### config.mk
export PLATFORM = sky130hd
export DESIGN_NAME = linear_scheduler
export DESIGN_NICKNAME = d
export VERILOG_FILES = /design/src/rtl/linear_scheduler.sv
export SDC_FILE = /design/constraint.sdc
export NUM_CORES = 1
export LEC_CHECK = 0
export BUFFER_PORTS_ARGS = -buffer_cell sky130_fd_sc_hd__clkbuf_2
export CAP_MARGIN = 20
export CORE_MARGIN = 5
export CORE_UTILIZATION = 55
export DETAILED_ROUTE_END_ITERATION = 8
export GPL_TIMING_DRIVEN = 0
export PLACE_DENSITY = 0.89
export REMOVE_ABC_BUFFERS = 1
export SLEW_MARGIN = 20
export SYNTH_ARGS = -nofsm -noshare
export SYNTH_HDL_FRONTEND = slang
export SYNTH_SLANG_ARGS = --single-unit
### constraint.sdc
create_clock -name clk -period 4.65 [get_ports clk]
set_input_delay 0 -clock clk [delete_from_list [all_inputs] [get_ports clk]]
set_output_delay 0 -clock clk [all_outputs]
set_load 0.05 [all_outputs]
### src/rtl/linear_scheduler.sv
// linear_scheduler: grants the shared linear MAC datapath to the CMVN or the
// ReLU producer, streams the input element reads, routes the results to the
// owner's destination buffer and flags a watchdog error if the datapath stalls.
module linear_scheduler #(
    parameter int IN_LEN  = 20,
    parameter int OUT_LEN = 20,
    parameter int TIMEOUT = 1023
) (
    input  logic        clk,
    input  logic        rst_n,
    input  logic        req_cmvn,
    input  logic        req_relu,
    output logic        gnt_cmvn,
    output logic        gnt_relu,
    output logic        done_cmvn,
    output logic        done_relu,
    output logic        src_rd_en,
    output logic [4:0]  src_rd_addr,
    output logic        lin_start,
    output logic [1:0]  lin_mode,
    input  logic        lin_in_ready,
    output logic        lin_in_valid,
    output logic [4:0]  lin_in_addr,
    output logic        lin_in_last,
    input  logic        lin_out_valid,
    input  logic [4:0]  lin_out_addr,
    input  logic [31:0] lin_out_data,
    output logic        dst_wr_en_cmvn,
    output logic        dst_wr_en_relu,
    output logic [4:0]  dst_wr_addr,
    output logic [31:0] dst_wr_data,
    output logic        busy,
    output logic        err,
    input  logic        err_clr
);

    localparam logic [2:0] S_IDLE  = 3'd0;
    localparam logic [2:0] S_START = 3'd1;
    localparam logic [2:0] S_FEED  = 3'd2;
    localparam logic [2:0] S_WAIT  = 3'd3;
    localparam logic [2:0] S_DONE  = 3'd4;
    localparam logic [2:0] S_ERR   = 3'd5;

    localparam logic OWN_CMVN = 1'b0;
    localparam logic OWN_RELU = 1'b1;

    // Terminal counts: a length of 32 maps to index 31, so no 6-bit counters.
    localparam logic [4:0]  LAST_IDX = 5'(IN_LEN - 1);
    localparam logic [4:0]  LAST_OUT = 5'(OUT_LEN - 1);
    localparam logic [15:0] WDOG_LIM = 16'(TIMEOUT - 1);

    logic [2:0]  r_state;
    logic        r_owner;
    logic        r_last_owner;
    logic [4:0]  r_idx;
    logic [4:0]  r_out_cnt;
    logic [15:0] r_wdog;
    logic        r_in_valid;
    logic [4:0]  r_in_addr;
    logic        r_in_last;
    logic        r_wr_en;
    logic [4:0]  r_wr_addr;
    logic [31:0] r_wr_data;
    logic        r_err;

    logic [2:0]  w_state_nxt;
    logic        w_granted;
    logic        w_active;
    logic        w_rd_en;
    logic        w_res_ok;
    logic        w_res_last;
    logic        w_wdog_trip;
    logic        w_pick_relu;

    assign w_granted   = (r_state == S_START) || (r_state == S_FEED) ||
                         (r_state == S_WAIT)  || (r_state == S_DONE);
    assign w_active    = (r_state == S_FEED) || (r_state == S_WAIT);
    assign w_rd_en     = (r_state == S_FEED) && lin_in_ready;
    assign w_res_ok    = w_active && lin_out_valid;
    assign w_res_last  = w_res_ok && (r_out_cnt == LAST_OUT);
    // wdog counts idle cycles; the one that would make it reach TIMEOUT trips.
    assign w_wdog_trip = w_active && !w_rd_en && !lin_out_valid && (r_wdog == WDOG_LIM);
    // Tie goes to whoever did not own the datapath last.
    assign w_pick_relu = req_relu && (!req_cmvn || (r_last_owner == OWN_CMVN));

    // Next-state selection for the job sequencer.
    always_comb begin
        // NOTE: default assignment first so every path drives w_state_nxt and no latch is inferred.
        w_state_nxt = r_state;
        case (r_state)
            S_IDLE:  if (req_cmvn || req_relu) w_state_nxt = S_START;
            S_START: w_state_nxt = S_FEED;
            S_FEED: begin
                if (w_res_last)                           w_state_nxt = S_DONE;
                else if (w_wdog_trip)                     w_state_nxt = S_ERR;
                else if (w_rd_en && (r_idx == LAST_IDX))  w_state_nxt = S_WAIT;
            end
            S_WAIT: begin
                if (w_res_last)       w_state_nxt = S_DONE;
                else if (w_wdog_trip) w_state_nxt = S_ERR;
            end
            S_DONE:  w_state_nxt = S_IDLE;
            S_ERR:   w_state_nxt = S_IDLE;
            default: w_state_nxt = S_IDLE;
        endcase
    end

    // State register.
    always_ff @(posedge clk or negedge rst_n) begin
        // NOTE: sequential state uses non-blocking assignments so all registers update together at the edge.
        if (!rst_n) r_state <= S_IDLE;
        else        r_state <= w_state_nxt;
    end

    // Latch the winner at arbitration; remember it as last owner when the job ends.
    always_ff @(posedge clk or negedge rst_n) begin
        if (!rst_n) begin
            r_owner      <= OWN_CMVN;
            r_last_owner <= OWN_RELU;
        end else begin
            if ((r_state == S_IDLE) && (req_cmvn || req_relu)) r_owner <= w_pick_relu;
            if ((r_state == S_DONE) || (r_state == S_ERR))     r_last_owner <= r_owner;
        end
    end

    // Input element index and result counter.
    always_ff @(posedge clk or negedge rst_n) begin
        if (!rst_n) begin
            r_idx     <= '0;
            r_out_cnt <= '0;
        end else if (r_state == S_START) begin
            r_idx     <= '0;
            r_out_cnt <= '0;
        end else begin
            if (w_rd_en)  r_idx     <= r_idx + 5'd1;
            if (w_res_ok) r_out_cnt <= r_out_cnt + 5'd1;
        end
    end

    // Idle-cycle watchdog: any read or result counts as progress.
    always_ff @(posedge clk or negedge rst_n) begin
        if (!rst_n)                         r_wdog <= '0;
        else if (r_state == S_START)        r_wdog <= '0;
        else if (w_active)                  r_wdog <= (w_rd_en || lin_out_valid) ? 16'd0 : r_wdog + 16'd1;
    end

    // Input valid pipeline, aligned with the 1-cycle source buffer read.
    always_ff @(posedge clk or negedge rst_n) begin
        if (!rst_n) begin
            r_in_valid <= 1'b0;
            r_in_addr  <= '0;
            r_in_last  <= 1'b0;
        end else begin
            r_in_valid <= w_rd_en;
            r_in_last  <= w_rd_en && (r_idx == LAST_IDX);
            if (w_rd_en) r_in_addr <= r_idx;
        end
    end

    // Result routing register towards the owner's destination buffer.
    always_ff @(posedge clk or negedge rst_n) begin
        if (!rst_n) begin
            r_wr_en   <= 1'b0;
            r_wr_addr <= '0;
            r_wr_data <= '0;
        end else begin
            r_wr_en <= w_res_ok;
            if (w_res_ok) begin
                r_wr_addr <= lin_out_addr;
                r_wr_data <= lin_out_data;
            end
        end
    end

    // Sticky error flag; a new trip beats a simultaneous clear.
    always_ff @(posedge clk or negedge rst_n) begin
        if (!rst_n)           r_err <= 1'b0;
        else if (w_wdog_trip) r_err <= 1'b1;
        else if (err_clr)     r_err <= 1'b0;
    end

    assign gnt_cmvn       = w_granted && (r_owner == OWN_CMVN);
    assign gnt_relu       = w_granted && (r_owner == OWN_RELU);
    assign done_cmvn      = (r_state == S_DONE) && (r_owner == OWN_CMVN);
    assign done_relu      = (r_state == S_DONE) && (r_owner == OWN_RELU);
    assign src_rd_en      = w_rd_en;
    assign src_rd_addr    = r_idx;
    assign lin_start      = (r_state == S_START);
    assign lin_mode       = {1'b0, gnt_relu};
    assign lin_in_valid   = r_in_valid;
    assign lin_in_addr    = r_in_addr;
    assign lin_in_last    = r_in_last;
    assign dst_wr_en_cmvn = r_wr_en && (r_owner == OWN_CMVN);
    assign dst_wr_en_relu = r_wr_en && (r_owner == OWN_RELU);
    assign dst_wr_addr    = r_wr_addr;
    assign dst_wr_data    = r_wr_data;
    assign busy           = (r_state != S_IDLE);
    assign err            = r_err;

endmodule

Word-level counts from Yosys, hierarchy flattened
Index checks and enable logic that the tools add are counted.
{"block": "word_totals", "ff_bits": 77, "inputBits": 44, "out_inout_bits": 61, "wordCells": 78}
{"block": "op_classes", "add_sub_neg": 3, "n_eq_ne": 11, "n_mux": 16, "n_bitwise": 2, "reduce_logical": 33}
{"cell": "16-bit 2-to-1 mux", "count": 3}
{"cell": "5-bit 2-to-1 mux", "count": 4}
{"cell": "3-bit 2-to-1 mux", "count": 6}
{"cell": "16-bit by 1-bit adder with 16-bit output, second input constant", "count": 1}
{"cell": "16-bit by 10-bit equality test with 1-bit output, second input constant", "count": 1}
{"cell": "1-bit logical AND", "count": 15}
{"cell": "3-bit case mux with 4 select lines", "count": 1}
{"cell": "5-bit by 1-bit adder with 5-bit output, second input constant", "count": 2}
{"cell": "5-bit equality test, second input constant", "count": 2}
{"cell": "1-bit logical OR", "count": 8}
{"cell": "2-bit nonzero test", "count": 4}
{"cell": "3-bit by 2-bit equality test with 1-bit output, second input constant", "count": 2}
{"cell": "3-bit equality test, second input constant", "count": 2}
{"cell": "4-bit by 3-bit != test with 1-bit output, second input constant", "count": 1}
{"cell": "3-bit by 1-bit equality test with 1-bit output, second input constant", "count": 1}
{"cell": "1-bit zero test", "count": 3}
{"cell": "3-bit zero test", "count": 1}
{"cell": "3-bit != test, second input constant", "count": 1}
{"cell": "3-bit AND reduction", "count": 1}
{"cell": "3-bit nonzero test", "count": 1}
{"cell": "1-bit 2-to-1 mux", "count": 2}
{"cell": "2-bit != test, second input constant", "count": 1}
{"cell": "1-bit NOT", "count": 2}

Depth between registers and ports, before layout
{"block": "depth", "ltp_word": 9, "ltp_mapped": 6, "ltp_nobuf": 5}

Worst setup path after synthesis
No wires, ideal clock.
{"block": "synth_timing", "path_type": "reg2out", "start": "register r_state[2]", "end": "output port lin_mode[0]", "t_arrival_ns": 2.114, "setup_slack_ns": 2.536, "stages_incl_launch_ff": 7, "n_path_buf": 2, "path_cell_list": "dfrtp_1 -> clkbuf_1 -> nor3_1 -> inv_1 -> nand2_1 -> nor2_1 -> buf_4"}
{"block": "synth_between", "elab_chain_cells": 5}
{"item": "from (decl)", "line_no": "52", "text": "logic [2:0] r_state;"}
{"item": "from (signal assigned)", "line_no": "112", "text": "else r_state <= w_state_nxt;"}
{"item": "3-bit by 1-bit equality test with 1-bit output or 3-bit by 2-bit equality test with 1-bit output (tied branches)", "line_no": "75", "text": "assign w_granted = (r_state == S_START) || (r_state == S_FEED) ||"}
{"item": "1-bit logical OR (2 in series)", "line_no": "75"}
{"item": "1-bit logical OR (*)", "line_no": "76", "text": "(r_state == S_WAIT) || (r_state == S_DONE);"}
{"item": "1-bit logical AND (*)", "line_no": "183", "text": "assign gnt_relu = w_granted && (r_owner == OWN_RELU);"}
{"item": "to (decl)", "line_no": "20", "text": "output logic [1:0] lin_mode,"}
Mark *: on every way between the ends. The rest lies on a longest branch, timed or not.

Worst setup path after layout
{"block": "layout_timing", "start": "register r_state[2]", "end": "register r_state[1]"}
{"block": "layout_between", "elab_chain_cells": 9}
{"item": "3-bit by 2-bit equality test with 1-bit output", "line_no": "77, 78, 90"}
{"item": "1-bit logical AND", "line_no": "78", "text": "assign w_rd_en = (r_state == S_FEED) && lin_in_ready;"}
{"item": "1-bit zero test", "line_no": "82", "text": "assign w_wdog_trip = w_active && !w_rd_en && !lin_out_valid && (r_wdog == WDOG_LIM);"}
{"item": "1-bit logical AND (3 in series)", "line_no": "82"}
{"item": "3-bit 2-to-1 mux", "line_no": "95", "text": "else if (w_wdog_trip) w_state_nxt = S_ERR;"}
{"item": "3-bit 2-to-1 mux", "line_no": "94", "text": "if (w_res_last) w_state_nxt = S_DONE;"}
{"item": "3-bit case mux with 4 select lines", "line_no": "90", "text": "case (r_state)"}
Several ways; a longest one is shown, not always the timed one.
A chain may end at the register's enable or synchronous reset.

==> run metrics <==
CP max FO 17; Seq/Total Area, Yosys 56.51%; total gr overflow 0; Yosys warnings 0; cells after synthesis 287; worst-margin pin slew 1075 ps; initial drt markers 208; clk buf depth 2; most instantiated cells after synthesis dfrtp_1 (76), mux2_2 (43), nor2_1 (23); FF-to-FF End r_state[1]; placed cell count 453; setup repair after global routing missed its margin no; number of synthesized flops with an enable pin 0; Setup Skew 5.816 ps; nets 478; final WL 9.707 mm; DIE WIDTH 88.77 µm; Worst EP arrival 2670 ps; area grow syn2layout 35.97%; crit path time final 2429 ps; Inserted Clock Buffers 9; GPL Wtd Cong 0.8358; pins over their slew limit 0; worst reg2reg setup slack 2220 ps; leakage 2.202 nW; Peak VDD IR 543.1 µV; max_cap viols 0; number of sinks driven by the clock tree 77; CTS resizes 0; total track usage 27.07%; Starting Density 56.95%; Worst Setup End Kind register; Final Non-Filler Cells 509; Multi-input gate area 1379 µm²; R2R cell count 4; Hold WS 138.5 ps; DR vias 2918; filler instances 329; dpl hpwl 5.498 mm; largest net degree at the start of global routing 52; number of iterations in the first detailed-routing pass 5; initial antenna violation count 0; register area 1928 µm²; classification of the worst setup path register to register; cell row count 28; TNS Setup 0 ps; drt wl/cell 19.07 µm; Worst slew margin 27.95%; root buffer cell clkbuf_8; CTS tree built; predominant post-synthesis flop cell dfrtp_1; Max Clock Freq 411.7 MHz; detailed-route DRC error count 0; Synth area leaders dfrtp_1 (56%), mux2_2 (14%), nor2_1 (2.5%), a21oi_1 (1.6%), o21ai_0 (1.6%); asr flop ratio synth 100.0%; most frequent cell after synthesis dfrtp_1; Worst Path Required 4890 ps; IO buf count 103; post-synth top area share 55.74%; number of synthesized register bits 77; status finished clean; Die H 88.77 µm; ant diodes 0; vias in the first global route 3105; drt via density 5.733; area leader, netlist dfrtp_1; Mean Syn Cell Area 11.89 µm²; Core ar. 5991 µm²; Final ANT Viol Nets 0; Skew-Pair Late Insertion Delay 350 ps; startpoint types register; pwr dens 657.9 nW/µm²; share of cells above drive strength 1 39.86%; I/O Pins 105; Worst-path clk slew 80 ps; DIE AREA 7879 µm²; Final Setup Violations 0; Fin. Hold Viols 0; RR Startpoint r_state[2]; Syn Std Cell Area 3412 µm²; worst hold path type input pin to asynchronous set/reset pin; H-tree depth 3; first-pass GRT wire length 15.90 mm; Synth cell types 49; final worst path period share 52.24%
## metrics by stage
stage / worst slack, ps / util (%) / power (mW) / cell area (µm²)
2_1_floorplan: 1882 / - / 2.052 / 3342
3_3_place_gp: 2086 / 65.96 / 2.347 / 3951
3_5_place_dp: 2432 / 66.94 / 2.416 / 4010
4_1_cts: 2308 / 77.36 / 3.003 / 4634
5_1_grt: 2139 / 77.44 / 3.190 / 4639
6_report: 2221 / 77.44 / 3.052 / 4639
## registers in the layout (all words and copies together) (netlist names)
name	count
dst_wr_data	32
dst_wr_addr	5
r_wdog	16
r_state	3
err	1
r_owner	1
src_rd_addr	5
lin_in_addr	5
r_wr_en	1
lin_in_last	1
lin_in_valid	1
r_out_cnt	5
r_last_owner	1
## report_power, final
| group | switching, mW | internal, mW |
|---|---|---|
| Clock | 0.247 | 0.314 |
| Combinational | 1.04 | 0.408 |
| Sequential | 0.179 | 0.869 |
| Total | 1.46 | 1.59 |
## cell families after synthesis
group                    Yosys count  share of synthesized area (%)
AND/OR/NAND/NOR                   84                          14.04
flip-flops                        77                          56.51
multiplexers                      45                          14.78
AO/OA/AOI/OAI                     44                          8.031
buffers and inverters             25                          3.263
XOR/XNOR                           7                          1.797
adder cells (fa/ha/maj)            4                          1.467
other                              1                         0.1099
## repair_timing
item	4_1_cts	5_1_grt
hold buffers	41	0
endpoints found under the hold margin	116	0
setup buffers	0	0
## layout by cell type (no fill, tap or decap), types with 6 or more instances in the layout
master,count
dfrtp_1,76
dlygate4sd3_1,41
nor3_1,6
clkbuf_8,10
xor2_1,6
clkbuf_2,102
o21ai_0,11
mux2_2,43
a31oi_1,7
nand3_1,7
inv_1,11
nor2_1,23
nand2_1,12
a21oi_1,11
## cell type report
class                      count  share of cell area [%]
inverter                      11                  0.8900
multi-input combinational    185                   29.72
tap                           75                   2.023
sequential                    77                   41.56
clock inverter                 4                   1.564
timing repair buffer         146                   21.20
clock buffer                  11                   3.047
## routing by layer
layer / vias up / wire (µm) / track usage (%)
met5: - / 0 / 0
met3: 28 / 770 / 6.611
met4: 0 / 336 / 13.32
met2: 169 / 4879 / 45.01
li1: 1302 / - / -
met1: 1419 / 3722 / 32.92
## worst max-delay path by stage
stage,start,end,cells past startpoint
after floorplan,r_state[1],r_out_cnt[0],3
final,r_state[2],r_state[1],4
after detailed placement,r_state[2],r_state[1],4
after global placement,r_state[2],r_out_cnt[4],4
after CTS,r_state[1],lin_start,2
after global routing,r_state[2],r_state[1],4
## worst max-delay path, stage by stage, from the launching register on
cell      delay (ps)
dfrtp_1          470
nand2b_1         260
nor3_2           840
nand4_1          470
a21o_1           280
(Power assumes the default switching activity.)
